**config.mk**
```make
export PLATFORM = sky130hd
export DESIGN_NAME = ex_stage_pipe
export DESIGN_NICKNAME = d
export VERILOG_FILES = /design/src/rtl/ex_stage_pipe.sv
export SDC_FILE = /design/constraint.sdc
export NUM_CORES = 1
export LEC_CHECK = 0
export ABC_AREA = 1
export BUFFER_PORTS_ARGS = -buffer_cell sky130_fd_sc_hd__clkbuf_2
export CORE_ASPECT_RATIO = 1.1
export CORE_MARGIN = 2
export CORE_UTILIZATION = 44
export CTS_CLUSTER_DIAMETER = 40
export CTS_CLUSTER_SIZE = 10
export DETAILED_ROUTE_END_ITERATION = 6
export SYNTH_ARGS = -nofsm -noshare
export SYNTH_HDL_FRONTEND = slang
export SYNTH_SLANG_ARGS = --single-unit
```
**constraint.sdc**
```tcl
create_clock -name clk -period 16.05 [get_ports clk]
set_clock_uncertainty 0.2 [all_clocks]
set_input_delay 0.8025 -clock clk [delete_from_list [all_inputs] [get_ports clk]]
set_output_delay 0.8025 -clock clk [all_outputs]
set_load 0.02 [all_outputs]
```
**src/rtl/ex_stage_pipe.sv**
```systemverilog
// WISC execute stage: ALU with saturating add/sub and multi-cycle multiply,
// Z/V/N flags, branch/call/ret redirect, self-forwarding and valid/ready on both sides.
module ex_stage_pipe #(
  parameter int DATA_W     = 16,
  parameter int PC_W       = 16,
  parameter int REG_AW     = 4,
  parameter int CT_W       = 12,
  parameter int MUL_CYCLES = 4
) (
  input  logic              clk,
  input  logic              rst,
  input  logic              in_valid,
  output logic              in_ready,
  input  logic [3:0]        alu_op,
  input  logic              alu_src,
  input  logic [DATA_W-1:0] rd_data_1,
  input  logic [DATA_W-1:0] rd_data_2,
  input  logic [REG_AW-1:0] rs_1,
  input  logic [REG_AW-1:0] rs_2,
  input  logic [DATA_W-1:0] sign_ext,
  input  logic [3:0]        shift,
  input  logic [7:0]        load_half_imm,
  input  logic [REG_AW-1:0] reg_rd_in,
  input  logic              reg_write_in,
  input  logic              mem_read_in,
  input  logic              mem_write_in,
  input  logic              branch,
  input  logic              call,
  input  logic              ret,
  input  logic [2:0]        branch_cond,
  input  logic [PC_W-1:0]   pc_in,
  input  logic [CT_W-1:0]   call_target,
  input  logic [PC_W-1:0]   ret_pc,
  output logic              out_valid,
  input  logic              out_ready,
  output logic [DATA_W-1:0] out_result,
  output logic [DATA_W-1:0] out_sw_data,
  output logic [REG_AW-1:0] out_rd,
  output logic              out_reg_write,
  output logic              out_mem_read,
  output logic              out_mem_write,
  output logic              redirect_valid,
  output logic [PC_W-1:0]   redirect_pc,
  output logic [2:0]        flags,
  output logic              dbg_state
);

  // Handshake: a beat moves on a side when valid & ready are both high on a rising
  // edge; in_ready never depends on in_valid, out_valid never depends on out_ready.

  typedef enum logic {IDLE = 1'b0, MUL_BUSY = 1'b1} state_t;

  localparam int CNT_W = $clog2(MUL_CYCLES);
  localparam logic [3:0] OP_ADD = 4'd0, OP_SUB = 4'd1, OP_AND = 4'd2, OP_NOR = 4'd3,
                         OP_SLL = 4'd4, OP_SRL = 4'd5, OP_SRA = 4'd6, OP_LHB = 4'd7,
                         OP_LLB = 4'd8, OP_MUL = 4'd9;
  localparam logic [REG_AW-1:0] SP_IDX  = '1;
  localparam logic [DATA_W-1:0] S_MAX   = {1'b0, {(DATA_W-1){1'b1}}};
  localparam logic [DATA_W-1:0] S_MIN   = {1'b1, {(DATA_W-1){1'b0}}};
  localparam logic [DATA_W-1:0] LO_MASK = {DATA_W{1'b1}} >> 8;

  state_t                state_q, state_d;
  logic [CNT_W-1:0]      cnt_q, cnt_d;
  logic                  mul_done;

  logic                  accept, fwd_a, fwd_b, is_mul, take, redir;
  logic [3:0]            op_eff;
  logic [DATA_W-1:0]     a, b_reg, b;
  logic [DATA_W:0]       sum_ext, diff_ext;
  logic [DATA_W-1:0]     alu_res;
  logic                  alu_v, flag_upd;
  logic [PC_W-1:0]       target;
  logic [REG_AW-1:0]     dest;
  logic [DATA_W-1:0]     sw_data;

  logic [DATA_W-1:0]     mul_a, mul_b, mul_sw;
  logic [REG_AW-1:0]     mul_rd;
  logic                  mul_rw, mul_mr, mul_mw;
  logic signed [2*DATA_W-1:0] prod;
  logic [DATA_W:0]       prod_top;
  logic [DATA_W-1:0]     prod_lo;
  logic                  mul_v;

  assign in_ready  = (state_q == IDLE) & (!out_valid | out_ready);
  assign accept    = in_valid & in_ready;
  assign dbg_state = state_q;

  // Forward only real register results; a load's data is not yet available here.
  assign fwd_a = out_valid & out_reg_write & !out_mem_read & (rs_1 == out_rd);
  assign fwd_b = out_valid & out_reg_write & !out_mem_read & (rs_2 == out_rd);
  assign a     = fwd_a ? out_result : rd_data_1;
  assign b_reg = fwd_b ? out_result : rd_data_2;
  assign b     = alu_src ? sign_ext : b_reg;

  assign op_eff   = (alu_op > OP_MUL) ? OP_ADD : alu_op;
  assign is_mul   = (op_eff == OP_MUL);
  assign sum_ext  = {a[DATA_W-1], a} + {b[DATA_W-1], b};
  assign diff_ext = {a[DATA_W-1], a} - {b[DATA_W-1], b};

  always_comb begin
    alu_res  = sum_ext[DATA_W-1:0];
    alu_v    = 1'b0;
    flag_upd = 1'b0;
    case (op_eff)
      OP_ADD: begin
        flag_upd = 1'b1;
        if (sum_ext[DATA_W] != sum_ext[DATA_W-1]) begin
          alu_v   = 1'b1;
          alu_res = sum_ext[DATA_W] ? S_MIN : S_MAX;
        end
      end
      OP_SUB: begin
        flag_upd = 1'b1;
        alu_res  = diff_ext[DATA_W-1:0];
        if (diff_ext[DATA_W] != diff_ext[DATA_W-1]) begin
          alu_v   = 1'b1;
          alu_res = diff_ext[DATA_W] ? S_MIN : S_MAX;
        end
      end
      OP_AND: begin flag_upd = 1'b1; alu_res = a & b; end
      OP_NOR: begin flag_upd = 1'b1; alu_res = ~(a | b); end
      OP_SLL: alu_res = a << shift;
      OP_SRL: alu_res = a >> shift;
      OP_SRA: alu_res = DATA_W'($signed(a) >>> shift);
      OP_LHB: alu_res = (a & LO_MASK) | (DATA_W'(load_half_imm) << (DATA_W - 8));
      OP_LLB: alu_res = DATA_W'($signed(load_half_imm));
      default: alu_res = sum_ext[DATA_W-1:0];
    endcase
  end

  // Condition codes read the flag register as it stands when the branch is accepted.
  always_comb begin
    case (branch_cond)
      3'd0:    take = !flags[2];
      3'd1:    take = flags[2];
      3'd2:    take = !flags[2] & !flags[0];
      3'd3:    take = flags[0];
      3'd4:    take = flags[2] | !flags[0];
      3'd5:    take = flags[0] | flags[2];
      3'd6:    take = flags[1];
      default: take = 1'b1;
    endcase
  end

  assign redir   = call | ret | (branch & take);
  assign target  = call ? {pc_in[PC_W-1:CT_W], call_target}
                 : ret  ? ret_pc
                 : pc_in + PC_W'($signed(sign_ext));
  assign dest    = (call | ret) ? SP_IDX : reg_rd_in;
  assign sw_data = call ? DATA_W'(pc_in) : b_reg;

  assign prod     = (2*DATA_W)'($signed(mul_a)) * (2*DATA_W)'($signed(mul_b));
  assign prod_top = prod[2*DATA_W-1:DATA_W-1];
  assign prod_lo  = prod[DATA_W-1:0];
  assign mul_v    = !((&prod_top) | ~(|prod_top));

  always_comb begin
    state_d  = state_q;
    cnt_d    = cnt_q;
    mul_done = 1'b0;
    case (state_q)
      IDLE: begin
        if (accept & is_mul) begin
          state_d = MUL_BUSY;
          cnt_d   = CNT_W'(MUL_CYCLES - 1);
        end
      end
      MUL_BUSY: begin
        if (cnt_q != '0) begin
          cnt_d = cnt_q - CNT_W'(1);
        end else if (!out_valid | out_ready) begin
          mul_done = 1'b1;
          state_d  = IDLE;
        end
      end
      default: state_d = IDLE;
    endcase
  end

  always_ff @(posedge clk) begin
    if (rst) begin
      state_q        <= IDLE;
      cnt_q          <= '0;
      out_valid      <= 1'b0;
      out_result     <= '0;
      out_sw_data    <= '0;
      out_rd         <= '0;
      out_reg_write  <= 1'b0;
      out_mem_read   <= 1'b0;
      out_mem_write  <= 1'b0;
      redirect_valid <= 1'b0;
      redirect_pc    <= '0;
      flags          <= '0;
      mul_a          <= '0;
      mul_b          <= '0;
      mul_sw         <= '0;
      mul_rd         <= '0;
      mul_rw         <= 1'b0;
      mul_mr         <= 1'b0;
      mul_mw         <= 1'b0;
    end else begin
      state_q        <= state_d;
      cnt_q          <= cnt_d;
      redirect_valid <= accept & redir;
      if (accept & redir) redirect_pc <= target;

      if (accept & is_mul) begin
        mul_a  <= a;
        mul_b  <= b;
        mul_sw <= sw_data;
        mul_rd <= dest;
        mul_rw <= reg_write_in;
        mul_mr <= mem_read_in;
        mul_mw <= mem_write_in;
      end

      if (accept & !is_mul) begin
        out_valid     <= 1'b1;
        out_result    <= alu_res;
        out_sw_data   <= sw_data;
        out_rd        <= dest;
        out_reg_write <= reg_write_in;
        out_mem_read  <= mem_read_in;
        out_mem_write <= mem_write_in;
        if (flag_upd) flags <= {alu_res == '0, alu_v, alu_res[DATA_W-1]};
      end else if (mul_done) begin
        out_valid     <= 1'b1;
        out_result    <= prod_lo;
        out_sw_data   <= mul_sw;
        out_rd        <= mul_rd;
        out_reg_write <= mul_rw;
        out_mem_read  <= mul_mr;
        out_mem_write <= mul_mw;
        flags         <= {prod_lo == '0, mul_v, prod_lo[DATA_W-1]};
      end else if (out_valid & out_ready) begin
        out_valid <= 1'b0;
      end
    end
  end

endmodule
```
==> flow_summary.json, run 1 <==
{
  "slew_violations": 0,
  "rows": 85,
  "cts_resized": 0,
  "initial_core_util_pct": 44.3,
  "cts_tree": "done",
  "syn_nets": 3765,
  "path_class": "reg2reg",
  "grt_use_total_pct": 32.8,
  "fmax_mhz": 142,
  "ant_nets": 0,
  "holdCritPathClass": "reg2reg",
  "syn_inst": 3220,
  "drv_cap": 0,
  "rsz0062_at_grt": "no",
  "arrival_ps": 7120,
  "relSlewSlack_pct": 22.6,
  "cts_setup_buffers": 0,
  "critical_path.endpoint": "flags[1]$_SDFFE_PP0P_",
  "avgSynthCellArea_um2": 6.70,
  "cts-root-buf": "clkbuf_16",
  "clk_path_buf_depth": 2,
  "wl_um": 83100,
  "critPathLaunch": "mul_a[10]$_SDFFE_PP0P_",
  "n_antenna_cell": 0,
  "clk_latency_ps": 440,
  "wl_per_cell_um": 20.9,
  "cts.sinks": 118,
  "die_x_um": 215,
  "route.detailed.drc": 1,
  "p_switching_w": 0.000473,
  "synthXorXnorAreaFrac_pct": 2.44,
  "synth_top_family_by_area": "adder cells",
  "clkPwrFrac_pct": 35.5,
  "nets": 3863,
  "synth_seq_area_share_pct": 11.0,
  "synthArstFlopShare_pct": 0,
  "r2r_cells": 27,
  "r2r_start": "mul_a[10]$_SDFFE_PP0P_",
  "swShare_pct": 40.5,
  "cts_hold_buffers": 0,
  "hold_viol": 0,
  "reg2reg_setup_slack_ps": 9020,
  "syn_area_mm2": 0.0216,
  "power_density_mw_per_mm2": 49.4,
  "first_iter_violations": 1890,
  "fin_tns_setup_ps": 0,
  "fill_cells": 5103,
  "critPathLaunchType": "flop",
  "crit_fanout": 17,
  "worstPathRequired_ps": 16130,
  "numCtsBuffers": 17,
  "synthToLayoutAreaGrowth_pct": 9.53,
  "viasPerCell": 5.46,
  "grt_pass1_vias": 21600,
  "dp_hpwl_um": 68700,
  "dr.pass1.iters": 7,
  "yosysUniqueCellTypes": 57,
  "critPathCaptureType": "flop",
  "fin_crit_sh_pct": 43.8,
  "synth-adder-area-share_pct": 33.1,
  "final-setup-viol-count": 0,
  "violations": "design-rule violations",
  "grt_overflow": 0,
  "die_area_mm2": 0.0508,
  "drive_gt1_share_pct": 9.91,
  "grt_pass1_wl_um": 128000,
  "synth_mux_area_share_pct": 0.279,
  "vias": 21800,
  "io_pins": 196,
  "synthSimpleGateAreaFrac_pct": 27.7,
  "fin_util_pct": 48.5,
  "power_frac_seq_pct": 28.7,
  "grt_start_max_net_pins": 72,
  "h-tree-depth": 4,
  "ys_ff_latch": 118,
  "r2r_end": "flags[1]$_SDFFE_PP0P_",
  "synth_compound_area_share_pct": 11.5,
  "die_y_um": 236,
  "ir_drop_uv": 75.1,
  "ys_warn_count": 0,
  "core-area_mm2": 0.0487,
  "final_cell_mix": "866 x nand2_1, 637 x inv_1, 265 x fa_1",
  "place.gp.congestion": 1.02,
  "clk_pin_slew_ps": 60,
  "place.port_buffers": 195,
  "ys.flop_type": "dfxtp_1",
  "cellInternalPower_w": 0.000694,
  "synth-edff-count": 0,
  "status": "finished with violations",
  "tightest_slew_ps": 1150,
  "p_leak_nw": 12.1,
  "final_common_cell": "nand2_1",
  "antenna_found_initial": 0,
  "fin_crit_ps": 7030,
  "power_frac_comb_pct": 35.8
}
-- Yosys cell counts (6+ instances only) --
| cell type | n | area (um^2) |
|---|---|---|
| mux2i_1 | 6 | 60.1 |
| fa_1 | 265 | 5310 |
| inv_2 | 9 | 33.8 |
| o21ai_1 | 13 | 65.1 |
| nor2_1 | 181 | 679 |
| nor3_1 | 13 | 65.1 |
| nand2_4 | 8 | 90.1 |
| ha_1 | 146 | 1830 |
| o21ai_0 | 160 | 801 |
| a221oi_1 | 12 | 105 |
| a211oi_1 | 7 | 52.6 |
| inv_1 | 637 | 2390 |
| xor2_1 | 38 | 333 |
| or2_2 | 7 | 43.8 |
| clkinv_1 | 6 | 22.5 |
| a21o_1 | 7 | 52.6 |
| nand3_1 | 234 | 1170 |
| a31oi_1 | 33 | 206 |
| dfxtp_1 | 118 | 2360 |
| nand4_1 | 27 | 169 |
| o211ai_1 | 29 | 218 |
| nand2_1 | 866 | 3250 |
| buf_2 | 13 | 65.1 |
| clkbuf_1 | 116 | 435 |
| a21oi_1 | 138 | 691 |
| nand2_2 | 12 | 75.1 |
| xnor2_1 | 22 | 193 |
| nand3_2 | 23 | 230 |
| buf_1 | 14 | 52.6 |
-- final cells by class --
cell class              instances  area [um^2]  share of cell area, %
clock buffers                  22          474                   2.01
clock inverters                10          144                  0.609
flip-flops and latches        118         2360                   10.0
repair buffers                224         1190                   5.05
inverters                     652         2450                   10.4
well taps                     652          816                   3.45
multi-input cells            2305        16200                   68.5
-- routing by layer --
metal  up-vias  track usage, %  part of all wire (%)
met5         -               0                     0
met4         0            12.3                   3.8
met3       158            4.37                   7.2
met2       973            54.4                    47
met1     10500            43.8                    42
li1      10200               -                     -
-- critical path: stages, from the launching register on --
cell     delay [ps]
dfxtp_1         920
nand2_1         180
fa_1            550
fa_1            580
fa_1            450
fa_1            560
inv_1            60
fa_1            480
inv_1            50
fa_1            540
inv_1            80
ha_1            380
nand2_1         130
nor2_1          210
nand3_1         100
nand3_1         230
a21oi_1         130
or2_2           290
nand2_1         100
nand4_1         120
nor2_1          120
nand3_1          70
nand2_1          60
nand2_1          60
nand2_1          50
nand2_1          50
nand2_1          50
a21oi_1          50
-- cell families after synthesis --
family / after synthesis
flops: 118
simple gates: 1392
fa+ha+maj: 411
buf+inv: 797
compound gates: 436
mux: 6
xor+xnor: 60
-- worst min path at each step --
stage / from / to / slack [ps] / cells after the start
after floorplan: mul_rd[3]$_SDFFE_PP0P_ / mul_rd[3]$_SDFFE_PP0P_ / 240 / 2
after global placement: mul_rd[3]$_SDFFE_PP0P_ / mul_rd[3]$_SDFFE_PP0P_ / 250 / 2
after detailed placement: mul_rd[3]$_SDFFE_PP0P_ / mul_rd[3]$_SDFFE_PP0P_ / 250 / 2
after CTS: mul_rd[3]$_SDFFE_PP0P_ / mul_rd[3]$_SDFFE_PP0P_ / 260 / 2
after global routing: mul_rd[3]$_SDFFE_PP0P_ / mul_rd[3]$_SDFFE_PP0P_ / 300 / 2
final: mul_rd[3]$_SDFFE_PP0P_ / mul_rd[3]$_SDFFE_PP0P_ / 260 / 2
-- registers in the layout, summed over array words and instances, names as in the netlist, 2 cells and up --
name and count:
flags 3, mul_rd 4, out_sw_data 16, out_rd 4
out_result 16, mul_b 16, mul_sw 16, cnt_q 2
redirect_pc 16, mul_a 16
-- stage by stage --
stage	hold slack, ps	std cells	power [W]	instance area, um^2	setup slack, ps
after floorplan	241	3220	0.000595	21600	9730
after global placement	249	3951	0.000747	23000	9000
after detailed placement	252	3951	0.000748	23000	9040
after CTS	261	3983	0.00116	23600	8980
after global routing	301	3983	0.00122	23600	8540
final	263	3983	0.00117	23600	9020
-- power groups by stage --
stage          clock network, W  registers (W)  logic, W
5_1_grt                0.000427       0.000336  0.000458
4_1_cts                0.000416       0.000334  0.000412
3_5_place_dp                  0       0.000340  0.000408
6_report               0.000414       0.000335  0.000418
3_3_place_gp                  0       0.000340  0.000407
2_1_floorplan                 0       0.000341  0.000254
(Power assumes the default switching activity.)
==> run 2, diff against run 1 <==
Clock period 16.05 ns to 7.4 ns, I/O delays scaled along.
==> flow_summary.json, run 2 (synthesis gave the netlist of run 1 again) <==
{
  "critPathLaunchType": "flop",
  "dp_hpwl_um": 68800,
  "die_area_mm2": 0.0508,
  "grt_pass1_vias": 21500,
  "holdCritPathClass": "in2reg",
  "hold_viol": 0,
  "place.gp.congestion": 0.983,
  "final-setup-viol-count": 0,
  "total_power_w": 0.00252,
  "cts_setup_buffers": 0,
  "path_class": "reg2reg",
  "arrival_ps": 7090,
  "slew_violations": 0,
  "crit_fanout": 17,
  "cts-root-buf": "clkbuf_16",
  "rsz0062_at_grt": "no",
  "place.port_buffers": 195,
  "critical-path-max-stage-delay_ps": 790,
  "fin_ws_ps": 420,
  "viasPerCell": 5.40,
  "n_antenna_cell": 0,
  "drv_cap": 0,
  "cpMostUsedCell": "nand2_1",
  "grt_start_max_net_pins": 64,
  "h-tree-depth": 4,
  "drive_gt1_share_pct": 10.5,
  "final_common_cell": "nand2_1",
  "numCtsBuffers": 17,
  "core-area_mm2": 0.0487,
  "clk_path_buf_depth": 2,
  "status": "finished clean",
  "place_ws_ps": 454,
  "cts.sinks": 118,
  "nets": 3892,
  "fin_crit_ps": 6980,
  "wl_per_cell_um": 20.6,
  "worstPathRequired_ps": 7510,
  "initial_core_util_pct": 44.3,
  "p_leak_nw": 12.3,
  "first_iter_violations": 1824,
  "grt_overflow": 0,
  "die_x_um": 215,
  "final_cell_mix": "866 x nand2_1, 637 x inv_1, 265 x fa_1",
  "fin_tns_setup_ps": 0,
  "relSlewSlack_pct": 17.3,
  "ir_drop_uv": 177,
  "tightest_slew_ps": 1230,
  "antenna_found_initial": 0,
  "fill_cells": 5098,
  "ant_nets": 0,
  "io_pins": 196,
  "synthToLayoutAreaGrowth_pct": 10.6,
  "fmax_mhz": 143,
  "vias": 21700,
  "design_area_mm2": 0.0238,
  "placed_area_mm2": 0.0232,
  "route.detailed.drc": 0,
  "grt_use_total_pct": 32.7,
  "clk_latency_ps": 460,
  "grt_pass1_wl_um": 127000,
  "clk_pin_slew_ps": 70,
  "holdWs_ps": 17.2,
  "rows": 85,
  "wl_um": 82500,
  "power_density_mw_per_mm2": 106,
  "die_y_um": 236,
  "cts_tree": "done",
  "dr.pass1.iters": 6,
  "fin_crit_sh_pct": 94.3,
  "critPathCaptureType": "flop",
  "cts_resized": 0,
  "slowest_stage": "dfxtp_1"
}
## run 2: cell count changes in the layout (fill, tap and decap cells not counted), sizes merged
cell	delta
dlygate4sd3	+7
buf	+22
clkinv	+1
clkbuf	-4
bufinv	-1
inv	+4
## run 2: per-stage QoR
step / cells / util [%]
final: 4012 / 48.9
after global routing: 4012 / 48.9
after CTS: 4012 / 48.9
after detailed placement: 3973 / 47.6
after global placement: 3973 / 47.6
after floorplan: 3220 / -
## run 2: report_power, final
group / internal (W) / switching (W) / leakage, nW / total, W
combinational: 0.000283 / 0.000630 / 11.0 / 0.000913
clock: 0.000514 / 0.000369 / 0.288 / 0.000883
sequential: 0.000670 / 0.0000534 / 0.963 / 0.000724
total: 0.00147 / 0.00105 / 12.3 / 0.00252
## run 2: timing repair
item | in CTS | in global routing
hold buffers | 7 | 0
setup endpoints to repair | 0 | 0
hold endpoints to repair | 7 | 0
## run 2: cell type report
class | count | area (um^2) | share of cell area [%]
inverter | 652 | 2450 | 10.3
sequential | 118 | 2360 | 9.91
clock inverter | 14 | 166 | 0.698
multi-input combinational | 2305 | 16200 | 67.9
clock buffer | 18 | 439 | 1.84
tap | 652 | 816 | 3.42
timing repair buffer | 253 | 1430 | 5.99
## run 2: worst max-delay path, delay by kind of cell (launching register included)
kind | cells | cell delay (ps)
DFF | 1 | 790
xor gates and xnor gates | 1 | 230
adders and majority gates | 7 | 3420
and+or+nand+nor | 14 | 1650
buffers and inverters | 4 | 310
AOI/OAI and AO/OA | 2 | 230
## run 2: path summary, 6_finish.rpt
| kind | cells after the start | to | startpoint | slack, ps |
|---|---|---|---|---|
| max reg2reg | 28 | flags[1]$_SDFFE_PP0P_ | mul_b[2]$_SDFFE_PP0P_ | 420 |
| max | 28 | flags[1]$_SDFFE_PP0P_ | mul_b[2]$_SDFFE_PP0P_ | 420 |
| min | 3 | mul_rw$_SDFFE_PP0P_ | reg_write_in | 20 |
| min reg2reg | 2 | mul_rd[3]$_SDFFE_PP0P_ | mul_rd[3]$_SDFFE_PP0P_ | 270 |
## run 2: routing by layer
layer / vias up / share of wire, % / GRT usage, %
met4: 0 / 3.0 / 9.95
met3: 115 / 7.4 / 4.64
met2: 890 / 47 / 54.5
li1: 10200 / - / -
met1: 10500 / 43 / 44.0
met5: - / 0 / 0
==> run 3, diff against run 2 <==
Settings changed: CORE_UTILIZATION 44 to 50, PLACE_DENSITY from default to 0.72.
Clock period 7.4 ns to 6.26 ns, I/O delays scaled along.
==> flow_summary.json, run 3 (synthesis gave the netlist of run 1 again) <==
{
  "hold_start": "call_target[9]",
  "clk_pin_slew_ps": 70,
  "nets": 4037,
  "slew_violations": 0,
  "crit_family": "adder cells",
  "cts-root-buf": "clkbuf_16",
  "crit_fanout": 7,
  "design_area_mm2": 0.0255,
  "first_iter_violations": 2049,
  "hold_path_depth": 3,
  "vias": 22000,
  "ant_nets": 0,
  "clk_path_buf_depth": 2,
  "initial_core_util_pct": 50.9,
  "wl_um": 74000,
  "critPathCaptureType": "flop",
  "grt_pass1_wl_um": 117000,
  "total_power_w": 0.00295,
  "route.detailed.drc": 0,
  "rows": 79,
  "fmax_mhz": 162,
  "cts_tree": "done",
  "hold_viol": 0,
  "r2r_end": "flags[2]$_SDFFE_PP0P_",
  "cp.depth": 25,
  "die_area_mm2": 0.0448,
  "critPathLaunchType": "flop",
  "io_pins": 196,
  "final_common_cell": "nand2_1",
  "h-tree-depth": 4,
  "clk_latency_ps": 440,
  "placed_area_mm2": 0.0243,
  "final-setup-viol-count": 0,
  "rsz0062_at_grt": "yes",
  "dp_hpwl_um": 61200,
  "critPathBufInv": 8,
  "cts.sinks": 118,
  "ir_drop_uv": 141,
  "place.port_buffers": 195,
  "core-area_mm2": 0.0424,
  "drive_gt1_share_pct": 16.9,
  "slowest_stage": "fa_1",
  "p_leak_nw": 13.1,
  "grt_overflow": 0,
  "drv_cap": 0,
  "relSlewSlack_pct": 29.2,
  "r2r_cells": 25,
  "path_class": "reg2reg",
  "fin_crit_sh_pct": 98.9,
  "fin_crit_ps": 6190,
  "antenna_found_initial": 2,
  "holdCritPathClass": "in2reg",
  "reg2reg_setup_slack_ps": 70,
  "min_to": "redirect_pc[9]$_SDFFE_PP0P_",
  "grt_pass1_vias": 22000,
  "die_y_um": 222,
  "arrival_ps": 6350,
  "grt_use_total_pct": 33.3,
  "die_x_um": 202,
  "critical-path-max-stage-delay_ps": 550,
  "tightest_slew_ps": 1060,
  "final_cell_mix": "853 x nand2_1, 632 x inv_1, 259 x fa_1",
  "grt_start_max_net_pins": 73,
  "synthToLayoutAreaGrowth_pct": 18.3,
  "viasPerCell": 5.40,
  "r2r_start": "mul_b[4]$_SDFFE_PP0P_",
  "power_density_mw_per_mm2": 116,
  "worstPathRequired_ps": 6420,
  "numCtsBuffers": 17,
  "place.gp.congestion": 1.04,
  "wl_per_cell_um": 18.1,
  "status": "finished clean",
  "dr.pass1.iters": 6
}
-- run 3: power breakdown --
part | switching [W] | internal, W
Sequential | 0.0000605 | 0.000791
Clock | 0.000452 | 0.000530
Combinational | 0.000741 | 0.000372
-- run 3: worst min-delay path, delay by kind of cell --
kind / cells / cell delay, ps
buf+inv: 1 / 90
compound gates: 2 / 210
-- run 3: layer usage --
metal  track usage, %  vias up  wire length, um
met3             7.41      192             7280
li1                 -    10500                -
met2             52.8      956            32700
met5                0        -               15
met4             16.0        2             4050
met1             43.1    10300            29900
-- run 3: how the worst max path moves through the flow --
stage,to,slack (ps),start
after floorplan,flags[1]$_SDFFE_PP0P_,50,mul_a[15]$_SDFFE_PP0P_
after global placement,flags[1]$_SDFFE_PP0P_,-330,mul_b[4]$_SDFFE_PP0P_
after detailed placement,flags[1]$_SDFFE_PP0P_,-280,mul_b[4]$_SDFFE_PP0P_
after CTS,flags[1]$_SDFFE_PP0P_,0.7,mul_a[15]$_SDFFE_PP0P_
after global routing,flags[2]$_SDFFE_PP0P_,-270,mul_b[4]$_SDFFE_PP0P_
final,flags[2]$_SDFFE_PP0P_,70,mul_b[4]$_SDFFE_PP0P_
-- run 3: repair_timing --
action	4_1_cts	5_1_grt
resized for setup	35	92
endpoints found under the setup margin	2	2
pin swaps	8	36
buffers inserted	2	4
hold buffers	14	0
endpoints found under the hold margin	15	0
-- run 3: stage by stage --
| stage | TNS, ps | hold slack (ps) | setup WS (ps) | cells | util [%] |
|---|---|---|---|---|---|
| 3_5_place_dp | -451 | 256 | -278 | 4020 | 57.2 |
| 2_1_floorplan | 0 | 241 | 48.5 | 3220 | - |
| 3_3_place_gp | -531 | 248 | -335 | 4020 | 57.2 |
| 5_1_grt | -519 | 34.9 | -268 | 4072 | 60.1 |
| 4_1_cts | 0 | 2.77 | 0.658 | 4068 | 59.1 |
| 6_report | 0 | 2.56 | 69.1 | 4075 | 60.2 |
-- run 3: final cells by class --
type | instances | area [um^2]
clock buffer | 17 | 425
antenna | 3 | 7.51
sequential | 118 | 2400
fill | 3983 | 16900
multi-input combinational | 2305 | 16600
clock inverter | 15 | 153
tap | 567 | 709
timing repair buffer | 398 | 2750
inverter | 652 | 2450
